### src/rtl/step_profile_ctrl.sv
// step_profile_ctrl
//   Motion sequencer for the stepper drive path. Accepts a move command (direction, step
//   count), then issues one-cycle step_en pulses whose spacing follows a trapezoidal
//   accel/cruise/decel profile. A move stops on completion, abort (with a controlled decel)
//   or a limit switch in the direction of travel.
//
// Ports
//   sclk, s_rst           clock, asynchronous active-high reset
//   cmd_valid/cmd_ready   command handshake; cmd_ready is high only while idle
//   cmd_dir, cmd_steps    direction (1 = toward limit_r) and step count, sampled on accept
//   abort                 request a controlled decel stop of the running move
//   limit_r, limit_l      raw limit switches (asynchronous, synchronised internally)
//   step_en               one-cycle pulse per motor step
//   direct                direction to the motor driver, updated only on accept
//   busy                  high while a move is running
//   done                  one-cycle pulse when a move finishes (normal or aborted)
//   fault                 one-cycle pulse when a move is rejected or limit-stopped
//   pos_clr, pos          (STEP_POS_EN only) clear input and signed step position
//
// Build option
//   STEP_POS_EN  adds a signed position counter (pos) with synchronous clear (pos_clr).

module step_profile_ctrl #(
  parameter int unsigned W_STEPS   = 16,
  parameter int unsigned W_PER     = 20,
  parameter int unsigned PER_START = 50000,
  parameter int unsigned PER_MIN   = 5000,
  parameter int unsigned PER_STEP  = 500
) (
  input  logic                      sclk,
  input  logic                      s_rst,
  input  logic                      cmd_valid,
  output logic                      cmd_ready,
  input  logic                      cmd_dir,
  input  logic [W_STEPS-1:0]        cmd_steps,
  input  logic                      abort,
  input  logic                      limit_r,
  input  logic                      limit_l,
`ifdef STEP_POS_EN
  input  logic                      pos_clr,
  output logic signed [W_STEPS:0]   pos,
`endif
  output logic                      step_en,
  output logic                      direct,
  output logic                      busy,
  output logic                      done,
  output logic                      fault
);

  localparam logic [W_PER-1:0]   PerStart = W_PER'(PER_START);
  localparam logic [W_PER-1:0]   PerMin   = W_PER'(PER_MIN);
  localparam logic [W_PER-1:0]   PerStep  = W_PER'(PER_STEP);
  localparam logic [W_PER-1:0]   PerOne   = W_PER'(1);
  localparam logic [W_STEPS-1:0] CntOne   = W_STEPS'(1);

  typedef enum logic {StIdle, StRun} state_e;
  typedef enum logic [1:0] {PhAccel, PhCruise, PhDecel} phase_e;

  state_e               state_q, state_d;
  phase_e               phase_q, phase_d;
  logic                 dir_q, dir_d;
  logic [W_STEPS-1:0]   rem_q, rem_d;
  logic [W_STEPS-1:0]   acc_q, acc_d;   // number of speed-up steps still to be undone
  logic [W_PER-1:0]     per_q, per_d;
  logic [W_PER-1:0]     tick_q, tick_d;
  logic                 done_q, done_d;
  logic                 fault_q, fault_d;
  logic [1:0]           lim_r_sync, lim_l_sync;

  logic                 lim_r_s, lim_l_s;
  logic                 limit_hit;
  logic                 lim_cmd;
  logic [W_STEPS-1:0]   rem_new;

  assign lim_r_s   = lim_r_sync[1];
  assign lim_l_s   = lim_l_sync[1];
  assign limit_hit = dir_q ? lim_r_s : lim_l_s;
  assign lim_cmd   = cmd_dir ? lim_r_s : lim_l_s;
  assign rem_new   = rem_q - CntOne;

  // State register
  always_ff @(posedge sclk or posedge s_rst) begin
    if (s_rst) begin
      state_q    <= StIdle;
      phase_q    <= PhAccel;
      dir_q      <= 1'b0;
      rem_q      <= '0;
      acc_q      <= '0;
      per_q      <= '0;
      tick_q     <= '0;
      done_q     <= 1'b0;
      fault_q    <= 1'b0;
      lim_r_sync <= '0;
      lim_l_sync <= '0;
    end else begin
      state_q    <= state_d;
      phase_q    <= phase_d;
      dir_q      <= dir_d;
      rem_q      <= rem_d;
      acc_q      <= acc_d;
      per_q      <= per_d;
      tick_q     <= tick_d;
      done_q     <= done_d;
      fault_q    <= fault_d;
      lim_r_sync <= {lim_r_sync[0], limit_r};
      lim_l_sync <= {lim_l_sync[0], limit_l};
    end
  end

  // Next-state logic
  always_comb begin
    state_d = state_q;
    phase_d = phase_q;
    dir_d   = dir_q;
    rem_d   = rem_q;
    acc_d   = acc_q;
    per_d   = per_q;
    tick_d  = tick_q;
    done_d  = 1'b0;
    fault_d = 1'b0;

    case (state_q)
      StIdle: begin
        if (cmd_valid) begin
          dir_d   = cmd_dir;
          rem_d   = cmd_steps;
          per_d   = PerStart;
          acc_d   = '0;
          tick_d  = '0;
          phase_d = PhAccel;
          if (cmd_steps == '0) begin
            done_d = 1'b1;
          end else if (lim_cmd) begin
            fault_d = 1'b1;
          end else begin
            state_d = StRun;
          end
        end
      end

      StRun: begin
        if (step_en) begin
          tick_d = '0;
          rem_d  = rem_new;
          if (rem_new == '0) begin
            state_d = StIdle;
            done_d  = 1'b1;
          end else if (rem_new <= acc_q) begin
            // Just enough steps left to undo every speed-up: slow down.
            phase_d = PhDecel;
            per_d   = per_q + PerStep;
            acc_d   = acc_q - CntOne;
          end else if ((phase_q == PhAccel) && (per_q > PerMin)) begin
            per_d = per_q - PerStep;
            acc_d = acc_q + CntOne;
            if ((per_q - PerStep) == PerMin) begin
              phase_d = PhCruise;
            end
          end
        end else begin
          tick_d = tick_q + PerOne;
        end

        // Completion takes priority over limit; abort acts on the post-step values.
        if (state_d == StRun) begin
          if (limit_hit) begin
            state_d = StIdle;
            fault_d = 1'b1;
          end else if (abort && (rem_d > acc_d)) begin
            rem_d = acc_d + CntOne;
          end
        end
      end

      default: state_d = StIdle;
    endcase
  end

  // Outputs
  always_comb begin
    cmd_ready = (state_q == StIdle);
    busy      = (state_q == StRun);
    step_en   = (state_q == StRun) && (tick_q == (per_q - PerOne));
    direct    = dir_q;
    done      = done_q;
    fault     = fault_q;
  end

`ifdef STEP_POS_EN
  localparam logic signed [W_STEPS:0] PosOne = (W_STEPS+1)'(1);

  logic signed [W_STEPS:0] pos_q;

  always_ff @(posedge sclk or posedge s_rst) begin
    if (s_rst) begin
      pos_q <= '0;
    end else if (pos_clr) begin
      pos_q <= '0;
    end else if (step_en) begin
      pos_q <= dir_q ? (pos_q + PosOne) : (pos_q - PosOne);
    end
  end

  assign pos = pos_q;
`endif

endmodule
### config.mk
export PLATFORM = sky130hd
export DESIGN_NAME = step_profile_ctrl
export DESIGN_NICKNAME = d
export VERILOG_FILES = /design/src/rtl/step_profile_ctrl.sv
export SDC_FILE = /design/constraint.sdc
export NUM_CORES = 1
export LEC_CHECK = 0
export BUFFER_PORTS_ARGS = -buffer_cell sky130_fd_sc_hd__buf_2
export CAP_MARGIN = 20
export CORE_MARGIN = 4
export CORE_UTILIZATION = 43
export CTS_CLUSTER_DIAMETER = 50
export CTS_CLUSTER_SIZE = 30
export DETAILED_ROUTE_END_ITERATION = 8
export GPL_TIMING_DRIVEN = 0
export SLEW_MARGIN = 20
export SYNTH_ARGS = -nofsm -noshare
export SYNTH_HDL_FRONTEND = slang
export SYNTH_SLANG_ARGS = --single-unit
### constraint.sdc
create_clock -name sclk -period 7.1 [get_ports sclk]
set_clock_uncertainty 0.15 [all_clocks]
set_input_delay 0.355 -clock sclk [delete_from_list [all_inputs] [get_ports sclk]]
set_output_delay 0.355 -clock sclk [all_outputs]
set_load 0.1 [all_outputs]
# Yosys cells after proc, flatten, opt, wreduce, memory -nomap -nowiden
# Cells that the tools add are included.
[op_classes] n_bitwise=1 n_reduce_logical=9 order_cmp=3 n_eq_ne=7 n_mux=52 addsub=8
[ops] operator="16-bit 2-to-1 mux" n=12
[ops] operator="20-bit 2-to-1 mux" n=7
[ops] operator="20-bit one-hot mux with 2 select lines" n=2
[ops] operator="16-bit one-hot mux with 2 select lines" n=2
[ops] operator="16-bit by 1-bit adder with 16-bit output (second input constant)" n=2
[ops] operator="16-bit zero test" n=2
[ops] operator="16-bit by 1-bit subtractor with 16-bit output (second input constant)" n=2
[ops] operator="20-bit by 1-bit adder with 20-bit output (second input constant)" n=1
[ops] operator="20-bit by 9-bit adder with 20-bit output (second input constant)" n=1
[ops] operator="20-bit by 13-bit == test with 1-bit output (second input constant)" n=1
[ops] operator="20-bit == test" n=1
[ops] operator="20-bit by 13-bit greater-than comparator with 1-bit output (second input constant)" n=1
[ops] operator="20-bit by 1-bit subtractor with 20-bit output (second input constant)" n=1
[ops] operator="20-bit by 9-bit subtractor with 20-bit output (second input constant)" n=1
[ops] operator="1-bit 2-to-1 mux" n=19
[ops] operator="16-bit greater-than comparator" n=1
[ops] operator="16-bit <= comparator" n=1
[ops] operator="2-bit 2-to-1 mux" n=6
[ops] operator="2-bit != test (second input constant)" n=3
[ops] operator="3-bit by 1-bit != test with 1-bit output (second input constant)" n=2
[ops] operator="1-bit one-hot mux with 2 select lines" n=3
[ops] operator="5-bit AND reduction" n=1
[ops] operator="2-bit one-hot mux with 2 select lines" n=1
[ops] operator="4-bit AND reduction" n=1
[ops] operator="other kinds (4)" n=6
[word_totals] out_inout_bits=6 reg_bits=82

# Longest topological paths before layout
# Gate-level depths: netlist of the first run.
[logic_depth] word_depth=13 ltp_mapped=32 mapped_depth_nobuf=27

# Least setup slack after synthesis of the first run
# Ideal clock, no wire load.
[synth_timing] kind="register to register" startpoint="reg rem_q[2]" endpoint="reg rem_q[14]" arrival_time_ns=6.663 setup_time_ns=0.131 required_ns=6.819 path_stages_with_launch=30 slack_ns=0.156 path_cell_list="dfrtp_1 > buf_6 > nor4_1 > nand2_1 > or3_1 > nor3_1 > xor2_1 > ha_1 > nand4_1 > a2111o_1 > a31oi_1 > clkbuf_1 > clkbuf_1 > buf_1 > clkbuf_1 > nand3_1 > nand3_1 > inv_1 > ha_1 > nand4_1 > nor2_1 > nor2_1 > nand2_1 > a2111oi_0 > nor4_1 > o21ai_1 > nor2_1 > clkbuf_1 > o31ai_1 > a21oi_1"
[synth_via] elab_chain_cells=12 word_cells_on_any_way=19 cone_classes="add/sub: 2; order compare: 2; mux: 13; reduce/logical: 2"
[synth_lines] element="start, declared" line="62" rtl="logic [W_STEPS-1:0] rem_q, rem_d;"
[synth_lines] element="start signal, assigned" line="99" rtl="rem_q <= rem_d;"
[synth_lines] element="16-bit by 1-bit subtractor with 16-bit output" line="79" rtl="assign rem_new = rem_q - CntOne;"
[synth_lines] element="16-bit <= comparator" line="148" rtl="end else if (rem_new <= acc_q) begin"
[synth_lines] element="16-bit 2-to-1 mux" line="148"
[synth_lines] element="16-bit 2-to-1 mux" line="145" rtl="if (rem_new == '0) begin"
[synth_lines] element="16-bit 2-to-1 mux" line="142" rtl="if (step_en) begin"
[synth_lines] element="16-bit 2-to-1 mux" line="122" rtl="case (state_q)"
[synth_lines] element="16-bit greater-than comparator" line="169" rtl="end else if (abort && (rem_d > acc_d)) begin"
[synth_lines] element="1-bit logical AND" line="169"
[synth_lines] element="16-bit 2-to-1 mux" line="169"
[synth_lines] element="16-bit 2-to-1 mux" line="166" rtl="if (limit_hit) begin"
[synth_lines] element="16-bit 2-to-1 mux (*)" line="165" rtl="if (state_d == StRun) begin"
[synth_lines] element="16-bit one-hot mux with 2 select lines (*)" line="122"
# Every way passes the cells marked *; elsewhere a longest branch is shown, timed or not. The select of a mux whose other input is x is not followed.
# A chain may end at the register's enable or synchronous reset.

# Worst setup path after layout of the first run
[layout_timing] startpoint="reg rem_q[0]" endpoint="reg rem_q[15]"
# The elaborated chain is that of the path after synthesis.

==> summary.md, run 1 <==
| Metric | Value |
|---|---|
| Routed wire per std cell | 19.9 um |
| Flops & latches, synth | 80 |
| Worst Path Required | 7.20 ns |
| Hold_ws | 0.114 ns |
| Max cap viols | 0 |
| Post-synth ARST share | 100% |
| Drt total wl | 25600 um |
| Setup CP Type | reg2reg |
| Via density | 6.11 |
| Max-slew headroom | 35.2% |
| Minimum clock period | 6.75 ns |
| YS warnings | 0 |
| Gpl congestion | 0.950 |
| Crit path top cell by count | nand2_1 |
| Finished Layout Cells | 1284 |
| Crit. End Element | flop |
| Longest Clk Path Bufs | 2 |
| Die Ht | 143 um |
| DR vias | 7839 |
| Slew Limit Fails | 0 |
| First-pass GRT wire length | 40500 um |
| Reg2reg path depth | 28 |
| Slowest stage delay, CP | 0.51 ns |
| Final core occ | 49.1% |
| Leak pwr | 3.41 nW |
| Initial antenna violation count | 0 |
| CP top delay family | compound AO/OA/AOI/OAI gates |
| Top post-synthesis cells by area | dfrtp_1, ha_1, xnor2_1 |
| Mapped Avg Cell Area | 7.82 um2 |
| WP buf/inv | 4 |
| Worst Hold End | direct |
| Synth-to-Final Area Change | 12.4% |
| Status | finished, final reports clean |
| Pwr dens | 248 nW/um2 |
| Ys flop type | dfrtp_1 |
| Row cnt | 49 |
| Vias in the first global route | 7208 |
| Clock slew at reported path FFs | 0.07 ns |
| H-Tree Depth | 3 |
| Met2 usage | 36.6% |
| Total track usage | 25.1% |
| CP max-delay cell | a2111o_1 |
| Fraction of synthesized cell area taken by the top area cell type | 25.5% |
| Remaining DRCs | 0 |
| Seq/Total Area, Yosys | 25.5% |
| Post-DP HPWL | 19500 um |
| F_max | 148 MHz |
| IR drop worst, VDD | 0.000156 V |
| Crit path arrival time | 6.85 ns |
| RSZ-0062 raised after global routing | false |
| Grt peak-use layer | met1 |
| Commonest non-fill, non-tap cell in the layout | nand2_1 |
| CTS tree | done |
| Tightest Hold Check Type | in2reg |
| Final nets | 1116 |
| Total gr overflow | 0 |
| CTS buffer count | 9 |
| Core area | 18000 um2 |
| Worst skew pair latency | 0.36 ns |
| Layout cells sized above 1 | 10.9% |
| Clock root cell | clkbuf_16 |
| Worst R2R Start | rem_q[0] |
| Syn Inst Count | 1004 |
| R2R Path End | rem_q[15] |
| Hold Path Cell Cnt | 3 |
| Antenna Cells | 0 |
| DIE AREA | 20500 um2 |
| First DRT Iteration DRCs | 816 |
| Least-Margin Pin Slew | 0.965 ns |
| Final Setup Violations | 0 |
| Met1 GRT Util | 38.2% |
| Most frequent cells in the layout | nand2_1, dfrtp_1, nor2_1, o21ai_0, xnor2_1 |
| Final setup TNS | 0 ns |
| GR Util met3 | 3.48% |
| Period utilization | 95.1% |
| Die W | 143 um |
| Crit start category | flop |
| Count of different cell masters after synthesis | 82 |
| Io pins | 29 |
| Worst reg-to-reg setup slack | 0.35 ns |
| Syn Nets | 1070 |
| CTS sink count | 80 |
| Post-synth top area cell | dfrtp_1 |
| CP max FO | 9 |
| Port buffer count | 27 |
| Post-Syn Area | 7860 um2 |
| Largest net degree at the start of global routing | 50 |
| Initial Util | 43.7% |
| Post-route ant nets | 0 |
| Total placed cells including tap cells | 1261 |
| Number of synthesized flops with an enable pin | 0 |
| DRT Pass-1 Iters | 6 |
| Hold_sp | cmd_dir |
| Final count of hold timing violations | 0 |
==> routing by layer <==
layer | up-vias | routed length [um]
met5 | - | 0
met2 | 274 | 10900
met1 | 3709 | 12600
li1 | 3821 | -
met4 | 0 | 548
met3 | 35 | 1550
==> worst max-delay path by stage <==
stage / cells after the start / slack, ns / from / end
global placement: 28 / -2.19 / rem_q[0] / rem_q[3]
global route: 25 / 0.01 / per_q[2] / rem_q[15]
CTS: 28 / 0.004 / rem_q[0] / rem_q[15]
floorplan: 29 / 0.16 / rem_q[2] / rem_q[14]
finish: 28 / 0.35 / rem_q[0] / rem_q[15]
detailed placement: 28 / -2.19 / rem_q[0] / rem_q[3]
==> worst reg2reg max path: cells and delay by family, from the launching register on <==
kind | cells | cell delay, ns
and+or+nand+nor | 10 | 1.52
DFF | 1 | 0.49
xor gates and xnor gates | 2 | 0.49
AOI/OAI and AO/OA | 9 | 2.47
buffers and inverters | 4 | 0.65
adders and majority gates | 3 | 0.88
==> registers in the layout, indices dropped and copies added (netlist names) <==
register and cells:
done 1, fault 1, phase_q 2, lim_r_sync 2
rem_q 16, per_q 18, tick_q 20, acc_q 16
direct 1, busy 1, lim_l_sync 2
==> cell usage after synthesis (7+ instances only) <==
| master | instances |
|---|---|
| a211oi_1 | 10 |
| a21o_1 | 11 |
| a21oi_1 | 48 |
| and3_1 | 20 |
| clkbuf_1 | 50 |
| dfrtp_1 | 80 |
| ha_1 | 43 |
| inv_1 | 35 |
| mux2_2 | 10 |
| mux2i_1 | 21 |
| nand2_1 | 99 |
| nand2b_1 | 13 |
| nand3_1 | 45 |
| nand4_1 | 23 |
| nor2_1 | 68 |
| nor2b_1 | 14 |
| nor3_1 | 38 |
| nor4_1 | 29 |
| o211ai_1 | 8 |
| o21ai_0 | 67 |
| o22ai_1 | 24 |
| o31ai_1 | 13 |
| or3_1 | 11 |
| or4_1 | 7 |
| xnor2_1 | 55 |
| xor2_1 | 33 |
==> kinds of logic after synthesis <==
| family | count (synthesis) | share of synthesized area [%] |
|---|---|---|
| compound gates | 258 | 22.1 |
| flops | 80 | 25.5 |
| xor+xnor | 88 | 9.81 |
| simple gates | 401 | 26.3 |
| buf+inv | 103 | 5.37 |
| fa+ha+maj | 43 | 6.85 |
| mux | 31 | 4.11 |
==> stage by stage <==
step                      power [mW]  instance area, um2  worst slack, ns
after global routing            2.32                8830           0.0121
after global placement          1.58                8280            -2.19
after CTS                       2.14                8730          0.00399
final                           2.19                8830            0.348
after floorplan                 1.33                7860            0.156
after detailed placement        1.59                8300            -2.19
==> cell type report <==
type	count	area [um2]
plain buffers	62	289
clock buffers	9	225
clock inverters	7	83.8
fillers	1815	9140
inverters	39	149
multi-input cells	821	5560
flip-flops and latches	80	2000
well taps	229	287
repair buffers	37	230
==> power by group <==
group,internal [mW],switching [mW],leakage [nW]
Combinational,0.400,0.693,2.23
Sequential,0.511,0.0654,1.03
Clock,0.280,0.236,0.149
==> what timing repair did <==
item                       in CTS  in global routing
hold endpoints to repair       50                  0
pin swaps                       2                  4
setup endpoints to repair      16                 16
hold buffers                    3                  0
gates resized for setup        18                 20
buffers inserted                3                  3
(Power assumes the default switching activity.)
==> run 2: changes to the inputs <==
--- a/config.mk
+++ b/config.mk
@@ -7,12 +7,13 @@
 export LEC_CHECK = 0
 export BUFFER_PORTS_ARGS = -buffer_cell sky130_fd_sc_hd__buf_2
 export CAP_MARGIN = 20
-export CORE_MARGIN = 4
-export CORE_UTILIZATION = 43
+export CORE_MARGIN = 3
+export CORE_UTILIZATION = 55
 export CTS_CLUSTER_DIAMETER = 50
 export CTS_CLUSTER_SIZE = 30
 export DETAILED_ROUTE_END_ITERATION = 8
 export GPL_TIMING_DRIVEN = 0
+export PLACE_DENSITY = 0.75
 export SLEW_MARGIN = 20
 export SYNTH_ARGS = -nofsm -noshare
 export SYNTH_HDL_FRONTEND = slang
==> summary.md, run 2 (synthesized netlist as in run 1, its figures left out) <==
| Metric | Value |
|---|---|
| Total gr overflow | 0 (unchanged) |
| Initial Util | 56.4% (+13 points) |
| Met1 GRT Util | 47.3% (+9.1 points) |
| Worst reg-to-reg setup slack | 0.36 ns (about the same) |
| Top reg by flops | tick_q |
| Slowest stage delay, CP | 0.50 ns (about the same) |
| Remaining DRCs | 0 (unchanged) |
| DIE AREA | 15800 um2 (-23%) |
| Hold_ws | 0.101 ns (-0.0129 ns) |
| H-Tree Depth | 3 (unchanged) |
| First-pass GRT wire length | 39000 um (-3.6%) |
| First DRT Iteration DRCs | 938 (+15%) |
| Clock root cell | clkbuf_16 |
| CTS buffer count | 9 (unchanged) |
| Port buffer count | 27 (unchanged) |
| F_max | 148 MHz (+0.11%) |
| Routed wire per std cell | 19.8 um (-0.48%) |
| CTS tree | done |
| Minimum clock period | 6.74 ns (-0.00715 ns) |
| Worst Path Required | 7.16 ns (-0.04 ns) |
| CTS sink count | 80 (unchanged) |
| Core area | 13900 um2 (-22%) |
| Gpl congestion | 0.947 (-0.28%) |
| Final nets | 1116 (unchanged) |
| Max-slew headroom | 43.9% (+8.7 points) |
| Tightest Hold Check Type | in2reg |
| Via density | 6.54 (+7.1%) |
| Post-route ant nets | 0 (unchanged) |
| Vias in the first global route | 7185 (-0.32%) |
| CP max-delay cell | a2111o_1 |
| Grt peak-use layer | met1 |
| Clock slew at reported path FFs | 0.06 ns (about the same) |
| Crit start category | flop |
| Period utilization | 95.0% (-0.10 points) |
| Worst R2R Start | rem_q[0] |
| Most frequent cells in the layout | nand2_1, dfrtp_1, nor2_1, o21ai_0, xnor2_1 |
| Synth-to-Final Area Change | 12.3% (about the same) |
| Setup CP Type | reg2reg |
| R2R Path End | rem_q[15] |
| Worst skew pair latency | 0.36 ns (about the same) |
| Final count of hold timing violations | 0 (unchanged) |
| Pwr dens | 251 nW/um2 (+1.1%) |
| IR drop worst, VDD | 0.000214 V (+37%) |
| Longest Clk Path Bufs | 2 (unchanged) |
| CP max FO | 9 (unchanged) |
| Layout cells sized above 1 | 11.3% (+0.38 points) |
| Leak pwr | 3.44 nW (+0.67%) |
| Top Registers | tick_q: 20 flops, per_q: 18 flops |
| Largest net degree at the start of global routing | 56 (+12%) |
| Row cnt | 43 (-12%) |
| Antenna Cells | 0 (unchanged) |
| DRT Pass-1 Iters | 9 (+3) |
| Dpl cell area | 8250 um2 (-0.65%) |
| Initial antenna violation count | 0 (unchanged) |
| Max FFs per register | 20 (unchanged) |
| Least-Margin Pin Slew | 0.836 ns (-0.129 ns) |
| GR Util met3 | 4.70% (+1.2 points) |
| Final instance area | 8820 um2 (about the same) |
| Fill count | 1250 (-31%) |
| Worst Hold End | direct |
| Slew Limit Fails | 0 (unchanged) |
| Final Setup Violations | 0 (unchanged) |
| Crit path top cell by count | buf_4 |
| Die Ht | 126 um (-12%) |
| Met2 usage | 43.7% (+7.1 points) |
| Die W | 126 um (-12%) |
| Crit. End Element | flop |
| Status | finished, final reports clean |
| Hold Path Cell Cnt | 3 (unchanged) |
| Reg2reg path depth | 26 (-7.1%) |
| Io pins | 29 (unchanged) |
| Crit path arrival time | 6.80 ns (-0.05 ns) |
| Max cap viols | 0 (unchanged) |
| Commonest non-fill, non-tap cell in the layout | nand2_1 |
| Drt total wl | 24500 um (-4.3%) |
| Total track usage | 30.7% (+5.6 points) |
| Hold_sp | cmd_dir |
| DR vias | 8075 (+3.0%) |
| Post-DP HPWL | 18400 um (-5.7%) |
## run 2: through the flow
stage	setup TNS, ns	worst slack, ns	utilization, %	instances	power [mW]
2_1_floorplan	0	0.156	-	1004	1.33
3_3_place_gp	-31.48	-2.11	59.0	1211	1.57
3_5_place_dp	-31.53	-2.10	59.2	1212	1.58
4_1_cts	0	0.00228	62.4	1234	2.15
5_1_grt	-0.0111	-0.0111	63.3	1235	2.35
6_report	0	0.356	63.3	1235	2.21
## run 2: power breakdown
part / internal [mW] / switching [mW]
combinational: 0.404 / 0.695
clock: 0.316 / 0.219
sequential: 0.511 / 0.0658
total: 1.23 / 0.979
## run 2: layout make-up
| class | count | area, um2 | share of cell area, % |
|---|---|---|---|
| multi-input cells | 821 | 5590 | 63.3 |
| flip-flops and latches | 80 | 2000 | 22.7 |
| plain buffers | 62 | 288 | 3.26 |
| repair buffers | 37 | 238 | 2.69 |
| clock buffers | 9 | 225 | 2.55 |
| well taps | 180 | 225 | 2.55 |
| inverters | 39 | 149 | 1.69 |
| clock inverters | 7 | 108 | 1.22 |
## run 2: critical path: cells and delay by family, from the launching register on
kind / cells / cell delay [ns]
XOR/XNOR: 2 / 0.42
flip-flops: 1 / 0.49
AND/OR/NAND/NOR: 9 / 1.99
AO/OA/AOI/OAI: 6 / 1.34
buffers and inverters: 5 / 0.88
multiplexers: 1 / 0.44
adder cells (fa/ha/maj): 3 / 0.88
## run 2: worst max-delay path by stage
stage                  start        end  cells past startpoint
global placement    rem_q[0]   rem_q[3]                     28
floorplan           rem_q[2]  rem_q[14]                     29
CTS                 rem_q[0]  rem_q[15]                     32
finish              rem_q[0]  rem_q[15]                     26
detailed placement  rem_q[0]   rem_q[3]                     28
global route        rem_q[0]  rem_q[15]                     26
## run 2: layer usage
metal  wire length [um]  vias to the layer above  part of all wire [%]
met5                  0                        -                     0
met4                736                        0                   3.0
met3               2230                       54                   9.1
met2              10300                      413                    42
met1              11200                     3785                    46
li1                   -                     3823                     -
## run 2: timing repair
| action | in CTS | in global routing |
|---|---|---|
| setup buffers | 3 | 3 |
| pin swaps | 2 | 5 |
| endpoints found under the hold margin | 27 | 0 |
| hold buffers | 3 | 0 |
| cloned | 0 | 0 |
| gates resized for setup | 16 | 29 |
| endpoints found under the setup margin | 16 | 16 |
==> run 3: changes to the inputs <==
--- a/config.mk
+++ b/config.mk
@@ -12,7 +12,6 @@
 export CTS_CLUSTER_DIAMETER = 50
 export CTS_CLUSTER_SIZE = 30
 export DETAILED_ROUTE_END_ITERATION = 8
-export GPL_TIMING_DRIVEN = 0
 export PLACE_DENSITY = 0.75
 export SLEW_MARGIN = 20
 export SYNTH_ARGS = -nofsm -noshare
==> summary.md, run 3 (synthesized netlist as in run 1, its figures left out) <==
| Metric | Value |
|---|---|
| Least-Margin Pin Slew | 1.08 ns (+0.245 ns) |
| Top Registers | tick_q: 20 flops, per_q: 18 flops |
| Total track usage | 29.0% (-1.7 points) |
| Leak pwr | 3.32 nW (-3.3%) |
| Antenna Cells | 0 (unchanged) |
| Die W | 126 um (unchanged) |
| DIE AREA | 15800 um2 (unchanged) |
| Worst skew pair latency | 0.35 ns (about the same) |
| Synth-to-Final Area Change | 8.03% |
| Pwr dens | 241 nW/um2 (-4.0%) |
| Worst reg-to-reg setup slack | 0.48 ns (+0.13 ns) |
| Hold_ws | 0.0528 ns (-0.0483 ns) |
| Core area | 13900 um2 (unchanged) |
| Final setup TNS | 0 ns (unchanged) |
| Worst R2R Start | rem_q[0] |
| Crit. End Element | flop |
| Crit path arrival time | 6.68 ns (-0.12 ns) |
| IR drop worst, VDD | 0.000193 V (-10%) |
| Total gr overflow | 0 (unchanged) |
| Max FFs per register | 20 (unchanged) |
| F_max | 151 MHz (+1.9%) |
| Worst Path Required | 7.16 ns (about the same) |
| Post-DP HPWL | 16900 um (-8.5%) |
| Initial antenna violation count | 0 (unchanged) |
| Pwr Total | 2.04 mW (-7.7%) |
| Post-Place Worst Slack | 0.372 ns (+2.48 ns) |
| Io pins | 29 (unchanged) |
| CTS tree | done |
| CTS sink count | 80 (unchanged) |
| Die Ht | 126 um (unchanged) |
| Most frequent cells in the layout | nand2_1, dfrtp_1, o21ai_0, nor2_1, xnor2_1 |
| Final worst-path setup slack | 0.484 ns (+0.128 ns) |
| Drt total wl | 23000 um (-5.9%) |
| Final count of hold timing violations | 0 (unchanged) |
| Final Setup Violations | 0 (unchanged) |
| Top reg by flops | tick_q |
| DRT Pass-1 Iters | 5 (-4) |
| H-Tree Depth | 3 (unchanged) |
| Commonest non-fill, non-tap cell in the layout | nand2_1 |
| Crit start category | flop |
| Initial Util | 56.4% (unchanged) |
| Clock slew at reported path FFs | 0.07 ns (about the same) |
| Status | finished, final reports clean |
| Routed wire per std cell | 19.4 um (-2.3%) |
| Slew Limit Fails | 0 (unchanged) |
| Gpl congestion | 1.01 (+6.4%) |
| Longest Clk Path Bufs | 2 (unchanged) |
| Remaining DRCs | 0 (unchanged) |
| Max cap viols | 0 (unchanged) |
| Max-slew headroom | 27.4% (-16 points) |
| Row cnt | 43 (unchanged) |
| Period utilization | 93.2% (-1.8 points) |
| First DRT Iteration DRCs | 783 (-17%) |
| Tightest Hold Check Type | in2async |
| Via density | 6.65 (+1.7%) |
| Setup Fix Bufs, Post-CTS | 0 (-3) |
| Setup CP Type | reg2reg |
| Final nets | 1071 (-4.0%) |
| Crit path launch | rem_q[0] |
| First-pass GRT wire length | 37700 um (-3.3%) |
| CP max FO | 9 (unchanged) |
| DR vias | 7910 (-2.0%) |
| Largest net degree at the start of global routing | 81 (+45%) |
| Vias in the first global route | 7188 (+0.042%) |
| Fill count | 1232 (-1.4%) |
| Clock root cell | clkbuf_16 |
| Post-route ant nets | 0 (unchanged) |
| Layout cells sized above 1 | 10.6% (-0.69 points) |
| Port buffer count | 28 (+3.7%) |
| RSZ-0062 raised after global routing | false |
| Minimum clock period | 6.62 ns (-0.128 ns) |
| CTS buffer count | 9 (unchanged) |
## run 3: changes by cell type in the layout (fill, tap and decap cells not counted), moves of 3 or more
cell      delta
clkbuf_1    -44
buf_4       +16
buf_1        -5
xnor2_1      +5
xnor2_2      -5
buf_6        -4
buf_2        -3
## run 3: where the power goes
part	switching, mW	leakage (nW)	total (mW)	internal (mW)
clock network	0.218	0.136	0.470	0.251
registers	0.157	1.03	0.666	0.509
logic	0.545	2.15	0.905	0.360
total	0.920	3.32	2.04	1.12
## run 3: layer usage
layer / wire (um) / part of all wire [%] / global-route usage (%)
met5: 0 / 0 / 0
met4: 496 / 2.2 / 8.74
met3: 2000 / 8.7 / 4.53
met2: 9830 / 43 / 42.2
met1: 10700 / 47 / 44.3
## run 3: final cells by class
type / count / area, um2 / share of cell area (%)
clock inverters: 6 / 50.0 / 0.590
multi-input cells: 821 / 5480 / 64.6
clock buffers: 10 / 239 / 2.82
flip-flops and latches: 80 / 2000 / 23.6
repair buffers: 54 / 344 / 4.05
inverters: 39 / 148 / 1.74
well taps: 180 / 225 / 2.65
## run 3: per-stage QoR
stage	std cells	area [um2]	util (%)
6_report	1190	8490	60.9
3_3_place_gp	1172	8140	58.4
4_1_cts	1190	8450	60.6
5_1_grt	1190	8490	60.9
3_5_place_dp	1172	8140	58.4
2_1_floorplan	1004	7860	-
## run 3: final timing paths
kind | depth (start not counted) | end
min reg2reg | 0 | lim_r_sync[1]
max in group asynchronous | 3 | per_q[14]
min in group sclk | 3 | direct
max | 25 | rem_q[7]
min | 3 | tick_q[2]
max reg2reg | 25 | rem_q[7]
## run 3: what timing repair did
action | 4_1_cts | 5_1_grt
setup endpoints to repair | 0 | 16
hold buffers | 2 | 0
endpoints found under the hold margin | 2 | 0
resized for setup | 0 | 7
## run 3: worst max-delay path, cell delays in order, from the launching register on
cell       delay, ns
dfrtp_1         0.49
nor4_2          0.45
nand2_1         0.21
or3_1           0.45
nor3_1          0.23
xor2_1          0.12
ha_1            0.32
nand4_1         0.18
a2111o_1        0.52
a32oi_1         0.38
a21boi_1        0.35
nor2_1          0.13
xnor2_1         0.30
ha_1            0.31
a21oi_1         0.15
nor2b_1         0.06
o21ai_0         0.14
nand2_1         0.07
a2111oi_0       0.41
nor4_1          0.10
o21ai_1         0.23
buf_4           0.21
o21ai_0         0.11
buf_4           0.19
o22ai_1         0.16
a21oi_1         0.08
